### config.mk
export PLATFORM = sky130hd
export DESIGN_NAME = valu_round_sequencer
export DESIGN_NICKNAME = d
export VERILOG_FILES = /design/src/rtl/valu_round_sequencer.sv
export SDC_FILE = /design/constraint.sdc
export NUM_CORES = 1
export LEC_CHECK = 0
export ABC_AREA = 1
export BUFFER_PORTS_ARGS = -buffer_cell sky130_fd_sc_hd__clkbuf_2
export CAP_MARGIN = 20
export CORE_AREA = 2 2 156 158
export CTS_CLUSTER_DIAMETER = 50
export DETAILED_ROUTE_END_ITERATION = 6
export DIE_AREA = 0 0 158 160
export GPL_TIMING_DRIVEN = 0
export HOLD_SLACK_MARGIN = 0.15
export MAX_ROUTING_LAYER = met4
export PLACE_DENSITY = 0.58
export SETUP_SLACK_MARGIN = 0.5
export SYNTH_ARGS = -nofsm -noshare
export SYNTH_HDL_FRONTEND = slang
export SYNTH_SLANG_ARGS = --single-unit
### constraint.sdc
create_clock -name clk -period 1.9 [get_ports clk]
set_clock_uncertainty 0.15 [all_clocks]
set_input_delay 0.19 -clock clk [delete_from_list [all_inputs] [get_ports clk]]
set_output_delay 0.19 -clock clk [all_outputs]
set_load 0.005 [all_outputs]
### src/rtl/valu_round_sequencer.sv
// Round-schedule controller for one vector block: issues one ALU op per cycle
// (xor/add/ror to encrypt, ror/sub/xor to decrypt) and hands the result back over valid/ready.
module valu_round_sequencer #(
  parameter int N      = 64,
  parameter int LANE   = 8,
  parameter int ROUNDS = 4
) (
  input  logic                    clk,
  input  logic                    rst_n,
  input  logic                    in_valid,
  output logic                    in_ready,
  input  logic                    in_decrypt,
  input  logic [N-1:0]            in_data,
  input  logic [N-1:0]            in_key,
  input  logic [$clog2(LANE)-1:0] in_rot,
  output logic [N-1:0]            aluA,
  output logic [N-1:0]            aluB,
  output logic [1:0]              aluControl,
  input  logic [N-1:0]            aluRes,
  output logic                    out_valid,
  input  logic                    out_ready,
  output logic [N-1:0]            out_data,
  output logic                    busy
);

  localparam int RW = $clog2(LANE);
  localparam int NL = N / LANE;

  typedef enum logic [2:0] {
    IDLE, E_XOR, E_ADD, E_ROR, D_ROR, D_SUB, D_XOR, DONE
  } state_t;

  state_t          state, state_nxt;
  logic [N-1:0]    acc, key_q, kr, rot_enc, rot_dec;
  logic [RW-1:0]   rot_q, rot_inv;
  logic            dec_q, accept, op_active, round_end, last_round;
  logic [3:0]      rnd;
  logic [LANE-1:0] rnd_lane;

  assign accept     = in_valid && (state == IDLE);
  assign round_end  = (state == E_ROR) || (state == D_XOR);
  assign last_round = dec_q ? (rnd == 4'd0) : (rnd == 4'(ROUNDS - 1));

  // Round key and rotate operands; the decrypt rotate undoes the encrypt one.
  assign rnd_lane = LANE'(rnd);
  assign kr       = key_q ^ {NL{rnd_lane}};
  assign rot_inv  = RW'(LANE - int'(rot_q));
  assign rot_enc  = {NL{LANE'(rot_q)}};
  assign rot_dec  = {NL{LANE'(rot_inv)}};

  always_ff @(posedge clk or negedge rst_n) begin
    if (!rst_n) begin
      state <= IDLE;
      acc   <= '0;
      key_q <= '0;
      rot_q <= '0;
      dec_q <= 1'b0;
      rnd   <= '0;
    end else begin
      state <= state_nxt;
      if (accept) begin
        acc   <= in_data;
        key_q <= in_key;
        rot_q <= in_rot;
        dec_q <= in_decrypt;
        rnd   <= in_decrypt ? 4'(ROUNDS - 1) : 4'd0;
      end else begin
        if (op_active) acc <= aluRes;
        // The counter parks on the final round instead of wrapping.
        if (round_end && !last_round) rnd <= dec_q ? rnd - 4'd1 : rnd + 4'd1;
      end
    end
  end

  always_comb begin
    state_nxt  = state;
    aluA       = '0;
    aluB       = '0;
    aluControl = 2'b00;
    op_active  = 1'b0;
    case (state)
      IDLE:  if (accept) state_nxt = in_decrypt ? D_ROR : E_XOR;
      E_XOR: begin
        op_active = 1'b1; aluA = acc; aluB = kr; aluControl = 2'b10;
        state_nxt = E_ADD;
      end
      E_ADD: begin
        op_active = 1'b1; aluA = acc; aluB = kr; aluControl = 2'b00;
        state_nxt = E_ROR;
      end
      E_ROR: begin
        op_active = 1'b1; aluA = acc; aluB = rot_enc; aluControl = 2'b11;
        state_nxt = last_round ? DONE : E_XOR;
      end
      D_ROR: begin
        op_active = 1'b1; aluA = acc; aluB = rot_dec; aluControl = 2'b11;
        state_nxt = D_SUB;
      end
      D_SUB: begin
        op_active = 1'b1; aluA = acc; aluB = kr; aluControl = 2'b01;
        state_nxt = D_XOR;
      end
      D_XOR: begin
        op_active = 1'b1; aluA = acc; aluB = kr; aluControl = 2'b10;
        state_nxt = last_round ? DONE : D_ROR;
      end
      DONE:    if (out_ready) state_nxt = IDLE;
      default: state_nxt = IDLE;
    endcase
  end

  assign in_ready  = (state == IDLE);
  assign out_valid = (state == DONE);
  assign busy      = (state != IDLE);
  assign out_data  = (state == DONE) ? acc : '0;

endmodule

==> results.cfg <==
[synth]
synth_top_family_by_area = simple AND/OR/NAND/NOR gates
syn_inst = 1049
synthMuxAreaShare_pct = 0
synth_nets = 1253
synth_fa_ha_area_share_pct = 0.763
synth_top_area_cell = dfrtp_1
synth-edff-count = 0
synth_compound_area_share_pct = 13.8
async_reset_ff_share_pct = 100
synth_flop_cell = dfrtp_1
synth_top_area_share_pct = 46.1
yosysSeqAreaShare_pct = 46.1
syn-mean-instance-area_um2 = 7.19
synth.distinct_cells = 26
synth_xor_area_share_pct = 3.95
netlist_area_um2 = 7540
yosys_register_bits = 139
synthSimpleGateAreaFrac_pct = 25.0
synth.top_cells.by_area = dfrtp_1 46%, nor2_1 12%, nand2_1 11%
yosys_warnings = 0
synth_most_common_cell = nor2_1
synthTopCellsByCount = 243 x nor2_1, 229 x nand2_1, 139 x dfrtp_1, 120 x a21oi_1, 112 x inv_1

[global_routing]
grt_pass1_wl_mm = 48.0
grt_max_degree = 79
grt_pass1_vias = 9591
grt_overflow = 0
antenna_found_initial = 2
grt_usage_pct = 24.8

[die]
die-area_um2 = 25300
io_pins = 397
die-width_um = 158
row_count = 57
core_area_um2 = 23800
initial_core_util_pct = 31.6
die_h_um = 160

[placement]
dp_hpwl_mm = 21.5
io_buffers = 396
placedCellCount = 1770
finalWeightedCongestion = 0.879
post-place-ws_ns = -0.0370

[timing]
drv_slew = 0
setup_viol = 193
relSlewSlack_pct = 62.8
tightest_slew_ns = 0.558
finalHoldViolations = 0
layout_setup_ws_ns = -0.232
whs_ns = 0.0556
fin_crit_sh_pct = 112
rsz0062_at_grt = true
timing.fmax_mhz = 469
fin_crit_ns = 2.13
fin_tns_setup_ns = -25.14

[critical_path]
cp.arrival_ns = 1.79
slowest_stage = dfrtp_2
crit_path_start_kind = register
crit_required_ns = 1.56
cp-end-kind = primary output
critPathMaxFanout = 10
path_cells = nand2_4, nand2_1, o21ai_2, inv_2, buf_12, buf_4, nor2_1, clkbuf_2
critPathMaxStageDelay_ns = 0.47
path_class = register to primary output

[final_layout]
fin_nets = 1884
fillers = 2223
syn_to_final_growth_pct = 76.7
final_cells = 2019
drive_gt1_share_pct = 36.3

[drt]
drt-total-wl_mm = 31.3
ant_nets = 0
top_layer = met4
wl_met3_mm = 1.91
drt_pass1_iterations = 5
via_count = 9234
viasPerCell = 4.57
drt_iter0_markers = 545
drc = 0
wire_per_inst_um = 15.5
wl_met1_mm = 12.9
route.met2.wl_mm = 15.7

[cts]
numCtsBuffers = 17
path_clk_slew_ns = 0.07
cts_tree = built
root_buffer = clkbuf_16
cts_buffer_depth = 2
clock_latency_ns = 0.42
cts-htree-levels = 4
clock-sinks = 139
hold_buffers = 198

[run_status]
violations = negative setup slack
status = finished with violations

[pwr]
ir_drop_mv = 1.21
power.leakage_nw = 6.98
power-per-cell-area_nw_per_um2 = 1650

[hold_path]
hold_path.class = input pin to register

[job]
cap_violations = 0
[routing by layer]
| layer | vias to the layer above | global-route usage (%) |
|---|---|---|
| li1 | 4491 | - |
| met1 | 4352 | 28.1 |
| met2 | 347 | 42.8 |
| met3 | 44 | 5.75 |
| met4 | 0 | 8.52 |
| met5 | - | - |
[worst paths after layout]
kind	startpoint	endpoint	slack (ns)	depth (start not counted)
hold reg to reg	key_q[1]	key_q[1]	0.35	2
min in group asynchronous	rst_n	key_q[19]	0.14	2
setup / recovery	state[0]	aluA[41]	-0.23	8
setup reg to reg	state[0]	key_q[20]	-0.04	6
max in group asynchronous	rst_n	acc[3]	0.63	3
hold / removal	in_valid	state[2]	0.06	5
[cells by family after synthesis]
family          Yosys count
xor+xnor                 34
buf+inv                 183
flops                   139
fa+ha+maj                 4
compound gates          199
simple gates            490
[timing repair]
item | CTS | global route
pin swaps | 3 | 2
gates resized for setup | 25 | 65
hold endpoints to repair | 276 | 1
endpoints found under the setup margin | 334 | 342
gates cloned | 0 | 1
setup buffers | 14 | 2
[state kept, by name, indices dropped and copies added (netlist names)]
| signal | cells |
|---|---|
| rnd | 4 |
| state | 3 |
| acc | 64 |
| dec_q | 1 |
| rot_q | 3 |
| key_q | 64 |
[where the power goes]
group	leakage, nW	switching (W)	internal, W
registers	1.66	0.000799	0.00443
clock network	0.308	0.00155	0.00202
logic	5.01	0.00750	0.00571
total	6.98	0.00985	0.0122
[critical path: cells and delay by family, from the launching register on]
kind                   cells  cell delay, ns
and+or+nand+nor            3            0.31
buffers and inverters      4            0.53
AOI/OAI and AO/OA          1            0.07
DFF                        1            0.47
[layout make-up]
class | instances | area, um2 | share of cell area, %
buffer | 66 | 596 | 4.47
multi-input combinational | 727 | 3610 | 27.1
tap | 324 | 405 | 3.04
clock inverter | 15 | 201 | 1.51
timing repair inverter | 1 | 7.51 | 0.0564
sequential | 139 | 3480 | 26.1
inverter | 117 | 449 | 3.37
clock buffer | 17 | 425 | 3.19
timing repair buffer | 611 | 4140 | 31.1
antenna | 2 | 5.00 | 0.0376
[layout by cell type (no fill, tap or decap), types with 5 or more instances in the layout]
master / instances
buf_6: 24
nand2_1: 227
clkbuf_16: 17
a21oi_2: 29
nand3_1: 8
nor2_2: 36
o21ai_2: 19
o21ai_1: 25
inv_2: 5
clkbuf_1: 9
clkbuf_8: 5
buf_2: 24
buf_4: 22
a21oi_1: 100
inv_8: 5
nor2_1: 205
xnor2_1: 32
inv_1: 108
dfrtp_1: 136
o21ai_0: 21
clkbuf_2: 384
dlygate4sd3_1: 198
[per-stage QoR]
stage | utilization (%) | total power [W] | area [um2]
after global routing | 55.9 | 0.0238 | 13300
after CTS | 55.1 | 0.0215 | 13100
after detailed placement | 43.3 | 0.0170 | 10300
after global placement | 43.2 | 0.0169 | 10300
final | 55.9 | 0.0220 | 13300
after floorplan | - | 0.0122 | 7900
Note: power is estimated with default switching activity, not from simulation.
